===== src/rtl/game_pkg.sv =====
// Pong game types: ball FSM states, direction encodings and centring helper.
package game_pkg;

  typedef enum logic [1:0] {IDLE, SERVE, MOVE, SCORED} ball_state_t;

  localparam logic DIR_RIGHT = 1'b0;
  localparam logic DIR_LEFT  = 1'b1;
  localparam logic DIR_DOWN  = 1'b0;
  localparam logic DIR_UP    = 1'b1;

  // Top-left coordinate that centres an object of the given size on an axis of length res.
  function automatic logic [10:0] center_pos(input int unsigned res, input int unsigned size);
    return 11'((res - size) / 2);
  endfunction

endpackage


===== src/rtl/vga_pkg.sv =====
// Display timing constants shared by the VGA chain and game logic.
package vga_pkg;

  localparam int unsigned H_RES = 1024;
  localparam int unsigned V_RES = 768;

endpackage


===== src/rtl/ball_next_pos.sv =====
// Combinational one-frame ball step: wall bounces, paddle hits and miss detection.
module ball_next_pos
  import vga_pkg::*;
  import game_pkg::*;
#(
  parameter int unsigned SIZE_OF_BALL   = 15,
  parameter int unsigned SPEED          = 4,
  parameter int unsigned PADDLE_H       = 100,
  parameter int unsigned PADDLE_W       = 10,
  parameter int unsigned PADDLE_X_LEFT  = 20,
  parameter int unsigned PADDLE_X_RIGHT = 994
) (
  input  logic [10:0] i_x,
  input  logic [10:0] i_y,
  input  logic        i_dir_x,
  input  logic        i_dir_y,
  input  logic [10:0] i_pad_l,
  input  logic [10:0] i_pad_r,
  output logic [10:0] o_x,
  output logic [10:0] o_y,
  output logic        o_dir_x,
  output logic        o_dir_y,
  output logic        o_miss_l,
  output logic        o_miss_r
);

  localparam logic [11:0] SZ   = 12'(SIZE_OF_BALL);
  localparam logic [11:0] SP   = 12'(SPEED);
  localparam logic [11:0] PH   = 12'(PADDLE_H);
  localparam logic [11:0] LF   = 12'(PADDLE_X_LEFT + PADDLE_W);
  localparam logic [11:0] RF   = 12'(PADDLE_X_RIGHT);
  localparam logic [11:0] VMAX = 12'(V_RES - 1);
  localparam logic [11:0] HMAX = 12'(H_RES - 1);

  logic [11:0] w_x, w_y, w_r, w_pl, w_pr;
  logic        w_ov_l, w_ov_r;

  assign w_x    = {1'b0, i_x};
  assign w_y    = {1'b0, i_y};
  assign w_r    = w_x + SZ;
  assign w_pl   = {1'b0, i_pad_l};
  assign w_pr   = {1'b0, i_pad_r};
  assign w_ov_l = (w_y + SZ >= w_pl) && (w_y <= w_pl + PH);
  assign w_ov_r = (w_y + SZ >= w_pr) && (w_y <= w_pr + PH);

  always_comb begin
    o_y     = i_y;
    o_dir_y = i_dir_y;
    if (i_dir_y == DIR_DOWN) begin
      if (w_y + SZ + SP >= VMAX) begin
        o_y     = 11'(VMAX - SZ);
        o_dir_y = DIR_UP;
      end else begin
        o_y = 11'(w_y + SP);
      end
    end else if (w_y < SP) begin
      o_y     = '0;
      o_dir_y = DIR_DOWN;
    end else begin
      o_y = 11'(w_y - SP);
    end
  end

  always_comb begin
    o_x      = i_x;
    o_dir_x  = i_dir_x;
    o_miss_l = 1'b0;
    o_miss_r = 1'b0;
    if (i_dir_x == DIR_LEFT) begin
      if (w_x >= LF && w_x - SP <= LF && w_ov_l) begin
        o_x     = 11'(LF);
        o_dir_x = DIR_RIGHT;
      end else if (w_x < SP) begin
        o_miss_l = 1'b1;
      end else begin
        o_x = 11'(w_x - SP);
      end
    end else begin
      if (w_r <= RF && w_r + SP >= RF && w_ov_r) begin
        o_x     = 11'(RF - SZ);
        o_dir_x = DIR_LEFT;
      end else if (w_r + SP >= HMAX) begin
        o_miss_r = 1'b1;
      end else begin
        o_x = 11'(w_x + SP);
      end
    end
  end

endmodule


===== src/rtl/ball_ctl.sv =====
// Ball motion controller: frame tick detect, serve/score FSM and registered ball position.
module ball_ctl
  import vga_pkg::*;
  import game_pkg::*;
#(
  parameter int unsigned SIZE_OF_BALL   = 15,
  parameter int unsigned SPEED          = 4,
  parameter int unsigned PADDLE_H       = 100,
  parameter int unsigned PADDLE_W       = 10,
  parameter int unsigned PADDLE_X_LEFT  = 20,
  parameter int unsigned PADDLE_X_RIGHT = 994,
  parameter int unsigned SERVE_FRAMES   = 60
) (
  input  logic        clk65MHz,
  input  logic        rst_n,
  input  logic        vblnk,
  input  logic        screen_idle,
  input  logic [10:0] y_pos_left_pad,
  input  logic [10:0] y_pos_right_pad,
  output logic [10:0] x_pos_of_ball,
  output logic [10:0] y_pos_of_ball,
  output logic        point_left,
  output logic        point_right
);

  localparam int unsigned CW = $clog2(SERVE_FRAMES + 1);
  localparam logic [10:0] CX = center_pos(H_RES, SIZE_OF_BALL);
  localparam logic [10:0] CY = center_pos(V_RES, SIZE_OF_BALL);

  ball_state_t r_state;
  logic [10:0] r_x, r_y;
  logic        r_dir_x, r_dir_y, r_vblnk_d, r_point_left, r_point_right;
  logic [CW-1:0] r_cnt;

  logic        w_tick;
  logic [10:0] w_nx, w_ny;
  logic        w_ndx, w_ndy, w_miss_l, w_miss_r;

  assign w_tick = vblnk & ~r_vblnk_d;

  ball_next_pos #(
    .SIZE_OF_BALL  (SIZE_OF_BALL),
    .SPEED         (SPEED),
    .PADDLE_H      (PADDLE_H),
    .PADDLE_W      (PADDLE_W),
    .PADDLE_X_LEFT (PADDLE_X_LEFT),
    .PADDLE_X_RIGHT(PADDLE_X_RIGHT)
  ) u_next (
    .i_x     (r_x),
    .i_y     (r_y),
    .i_dir_x (r_dir_x),
    .i_dir_y (r_dir_y),
    .i_pad_l (y_pos_left_pad),
    .i_pad_r (y_pos_right_pad),
    .o_x     (w_nx),
    .o_y     (w_ny),
    .o_dir_x (w_ndx),
    .o_dir_y (w_ndy),
    .o_miss_l(w_miss_l),
    .o_miss_r(w_miss_r)
  );

  always_ff @(posedge clk65MHz) begin
    if (!rst_n) begin
      r_state       <= IDLE;
      r_x           <= CX;
      r_y           <= CY;
      r_dir_x       <= DIR_RIGHT;
      r_dir_y       <= DIR_DOWN;
      r_cnt         <= '0;
      r_vblnk_d     <= 1'b0;
      r_point_left  <= 1'b0;
      r_point_right <= 1'b0;
    end else begin
      r_vblnk_d     <= vblnk;
      r_point_left  <= 1'b0;
      r_point_right <= 1'b0;
      if (screen_idle) begin
        r_state <= IDLE;
        r_x     <= CX;
        r_y     <= CY;
      end else begin
        unique case (r_state)
          IDLE: begin
            r_state <= SERVE;
            r_cnt   <= CW'(SERVE_FRAMES);
            r_x     <= CX;
            r_y     <= CY;
          end
          SERVE: begin
            if (w_tick) begin
              r_cnt <= r_cnt - CW'(1);
              if (r_cnt == CW'(1)) r_state <= MOVE;
            end
          end
          MOVE: begin
            // A miss freezes the ball; SCORED recentres it on the next clock.
            if (w_tick) begin
              if (w_miss_l) begin
                r_point_right <= 1'b1;
                r_state       <= SCORED;
              end else if (w_miss_r) begin
                r_point_left <= 1'b1;
                r_state      <= SCORED;
              end else begin
                r_x     <= w_nx;
                r_y     <= w_ny;
                r_dir_x <= w_ndx;
                r_dir_y <= w_ndy;
              end
            end
          end
          SCORED: begin
            r_x     <= CX;
            r_y     <= CY;
            r_dir_x <= ~r_dir_x;
            r_cnt   <= CW'(SERVE_FRAMES);
            r_state <= SERVE;
          end
        endcase
      end
    end
  end

  assign x_pos_of_ball = r_x;
  assign y_pos_of_ball = r_y;
  assign point_left    = r_point_left;
  assign point_right   = r_point_right;

endmodule


===== config.mk =====
export PLATFORM = sky130hd
export DESIGN_NAME = ball_ctl
export DESIGN_NICKNAME = d
export VERILOG_FILES = /design/src/rtl/game_pkg.sv /design/src/rtl/vga_pkg.sv /design/src/rtl/ball_next_pos.sv /design/src/rtl/ball_ctl.sv
export SDC_FILE = /design/constraint.sdc
export NUM_CORES = 1
export LEC_CHECK = 0
export BUFFER_PORTS_ARGS = -buffer_cell sky130_fd_sc_hd__buf_4
export CORE_ASPECT_RATIO = 0.5
export CORE_MARGIN = 8
export CORE_UTILIZATION = 25
export CTS_CLUSTER_SIZE = 10
export DETAILED_ROUTE_END_ITERATION = 6
export PLACE_DENSITY = 0.51
export SLEW_MARGIN = 20
export SYNTH_ARGS = -nofsm -noshare
export SYNTH_HDL_FRONTEND = slang
export SYNTH_HIERARCHICAL = 1
export SYNTH_SLANG_ARGS = --single-unit

===== constraint.sdc =====
create_clock -name clk65MHz -period 10.79 [get_ports clk65MHz]
set_input_delay 1.079 -clock clk65MHz [delete_from_list [all_inputs] [get_ports clk65MHz]]
set_output_delay 1.079 -clock clk65MHz [all_outputs]
set_load 0.01 [all_outputs]

==> results.json <==
{
  "status": "finished, final reports clean",
  "drt_iter0_markers": 405,
  "drt-wirelength-per-cell_um": 16.3,
  "wl_um": 15200,
  "antenna_found_initial": 0,
  "ant_nets": 0,
  "synthFlopType": "dfxtp_1",
  "postCtsHoldBufs": 0,
  "cap_violations": 0,
  "insertion_delay_ns": 0.28,
  "worstMarginPinSlew_ns": 0.976,
  "cp-start-kind": "register",
  "clkTransAtPathRegs_ns": 0.05,
  "dieWidth_um": 211,
  "grt_pass1_vias": 4710,
  "yosys_register_bits": 35,
  "syn-num-nets": 732,
  "r2r-start": "y_pos_of_ball[2]$_SDFFE_PP0P_",
  "grt.total_usage_pct": 12.2,
  "cts_setup_buffers": 0,
  "ys_types": 80,
  "grt_pass1_wl_um": 24600,
  "reg2reg_slack_ns": 5.89,
  "required_ns": 10.89,
  "clk_root_buffer_cell": "clkbuf_16",
  "drc": 0,
  "slew_violations": 0,
  "fin_area_um2": 5500,
  "seq_area_frac_synth_pct": 14.7,
  "hpwlAfterDp_um": 11500,
  "p_leak_nw": 2.18,
  "fillerInstances": 2035,
  "hp-class": "reg -> reg",
  "die_h_um": 113,
  "drive_gt1_share_pct": 12.1,
  "cts_max_level": 2,
  "fin_crit_ns": 4.90,
  "viasPerCell": 5.20,
  "syn_avg_cell_area_um2": 7.45,
  "areaGrowthSynthToFinish_pct": 15.9,
  "dr_total_vias": 4844,
  "fmaxAchievable_mhz": 204,
  "design.portCount": 50,
  "min_to": "r_cnt[5]$_SDFFE_PN0P_",
  "num_rows": 35,
  "synthArstFlopShare_pct": 0,
  "synth_edf_count": 0,
  "hold_viol_final": 0,
  "cts.sinks": 35,
  "cts_buffers": 5,
  "cp-end-kind": "register",
  "register_area_um2": 701,
  "finalClockSkew_ns": 0.00455,
  "start_util_pct": 25.6,
  "hold_start": "r_cnt[5]$_SDFFE_PN0P_",
  "critPathKind": "reg -> reg",
  "netlist_instances": 638,
  "post-route-period-util_pct": 45.4,
  "ys_warn_count": 6,
  "grt_max_degree": 30,
  "antenna_cells": 0,
  "globalplace.congestion": 0.857,
  "cp.arrival_ns": 5.00,
  "multiInputGateArea_um2": 3730,
  "coreArea_um2": 18500,
  "ir_worst_vdd_mv": 0.0537,
  "crit_fanout": 22,
  "min_path_cells": 1,
  "p_per_area_nw_per_um2": 69.9,
  "syn_area_um2": 4750,
  "cts_tree": "built",
  "die_area_um2": 23900,
  "io_buffers": 49,
  "firstDrtPassIters": 5,
  "nets": 766,
  "placed_cell_area_um2": 5360,
  "setup_viol": 0,
  "cts-resized-gates": 0,
  "grt_remaining_overflow": 0,
  "relSlewSlack_pct": 35.0,
  "cts_max_path_buffers": 2,
  "r2r_cells": 19,
  "rsz0062_at_grt": "false",
  "r2r_end": "y_pos_of_ball[6]$_SDFFE_PP1P_",
  "fin_setup_tns_ns": 0
}
worst max-delay path by stage:
stage | from | endpoint | depth (start not counted)
global route | y_pos_of_ball[2]$_SDFFE_PP0P_ | x_pos_of_ball[8]$_SDFFE_PP1P_ | 19
finish | y_pos_of_ball[2]$_SDFFE_PP0P_ | y_pos_of_ball[6]$_SDFFE_PP1P_ | 19
CTS | y_pos_of_ball[2]$_SDFFE_PP0P_ | x_pos_of_ball[8]$_SDFFE_PP1P_ | 19
detailed placement | y_pos_right_pad[2] | y_pos_of_ball[9]$_SDFFE_PP0P_ | 17
global placement | y_pos_right_pad[4] | x_pos_of_ball[1]$_SDFFE_PP0P_ | 17
floorplan | y_pos_right_pad[2] | r_state[0]$_SDFFE_PP0P_ | 15
sequential cells by signal, indices dropped and copies added (netlist names):
name,cells
point_left,1
y_pos_of_ball,11
x_pos_of_ball,11
r_cnt,6
r_dir_x,1
r_dir_y,1
point_right,1
r_state,2
r_vblnk_d,1
power by group:
group | total, mW | switching [mW] | leakage, nW | internal [mW]
registers | 0.139 | 0.00546 | 0.284 | 0.133
clock network | 0.142 | 0.0521 | 0.0727 | 0.0900
logic | 0.104 | 0.0595 | 1.83 | 0.0443
through the flow:
| stage | total power, mW | setup slack [ns] | util [%] | cells | hold slack [ns] |
|---|---|---|---|---|---|
| global placement | 0.244 | 5.83 | 28.9 | 924 | 0.478 |
| global route | 0.407 | 5.42 | 29.7 | 931 | 0.531 |
| floorplan | 0.213 | 6.63 | - | 638 | 0.450 |
| detailed placement | 0.244 | 5.69 | 28.9 | 924 | 0.484 |
| CTS | 0.388 | 5.90 | 29.7 | 931 | 0.497 |
| finish | 0.384 | 5.89 | 29.7 | 931 | 0.495 |
worst max-delay path, stage by stage (launching register included):
cell and delay (ns):
dfxtp_1 0.70, inv_1 0.19, ha_1 0.25, nand2b_1 0.10
nand2_1 0.08, and3_1 0.23, xnor2_1 0.28, ha_1 0.31
and4_1 0.20, o21ai_0 0.07, a21oi_1 0.07, o221a_2 0.24
nor3_1 0.52, a211oi_4 0.13, or2_1 0.30, nor2_1 0.21
a21oi_1 0.12, o21a_1 0.42, nor2_1 0.18, o21ai_0 0.10
cell usage after synthesis, drive strengths merged (5+ instances only):
| cell | instances | area [um^2] |
|---|---|---|
| a311oi | 5 | 43.8 |
| buf | 12 | 60.1 |
| clkbuf | 14 | 52.6 |
| and3 | 6 | 37.5 |
| ha | 68 | 851 |
| nand3b | 12 | 90.1 |
| nor2b | 6 | 37.5 |
| a21boi | 6 | 45.1 |
| or3 | 6 | 37.5 |
| inv | 52 | 195 |
| nor4 | 7 | 50.1 |
| nand4 | 14 | 87.6 |
| a211oi | 7 | 65.1 |
| o21ai | 34 | 170 |
| nor3 | 33 | 165 |
| dfxtp | 35 | 701 |
| o21a | 8 | 60.1 |
| nand3 | 25 | 135 |
| a21o | 6 | 45.0 |
| o211ai | 7 | 52.6 |
| or2 | 5 | 31.3 |
| nor2 | 52 | 195 |
| o31ai | 5 | 37.5 |
| a21oi | 47 | 235 |
| and2 | 8 | 52.6 |
| xnor2 | 27 | 236 |
| xor2 | 10 | 87.6 |
| nand2b | 12 | 82.6 |
| nand2 | 37 | 141 |
| or4 | 7 | 56.3 |
| a2111oi | 6 | 78.8 |
layout by cell type, fill, tap and decap left out, types with 14 or more instances in the layout:
cell type,count
ha_1,68
buf_4,53
nor2_1,52
inv_1,51
a21oi_1,47
nand2_1,36
dfxtp_1,35
nor3_1,33
o21ai_0,32
xnor2_1,27
nand3_1,23
nand4_1,14
final cells by class:
cell class	instances	share of cell area (%)
Timing Repair Buffer	53	7.23
Inverter	54	3.68
Multi-Input combinational cell	523	67.9
Tap cell	259	5.89
Clock inverter	1	0.0909
Clock buffer	6	2.52
Sequential cell	35	12.7
metal layers:
metal / vias up / GRT usage (%) / share of wire [%]
li1: 2404 / - / -
met4: 0 / 2.50 / 0.90
met1: 2273 / 16.6 / 48
met3: 13 / 1.72 / 5.4
met2: 154 / 20.4 / 46
met5: - / 0 / 0
cell families (layout without fill, tap and decap cells):
group | after synthesis | after routing | share of synthesized area (%)
AO/OA/AOI/OAI | 167 | 167 | 24.2
buffers and inverters | 80 | 114 | 6.64
XOR/XNOR | 37 | 37 | 6.82
multiplexers | 7 | 7 | 1.55
AND/OR/NAND/NOR | 244 | 244 | 28.2
adder cells (fa/ha/maj) | 68 | 68 | 17.9
flip-flops | 35 | 35 | 14.7
No activity file was read; power rests on OpenSTA's default activity.
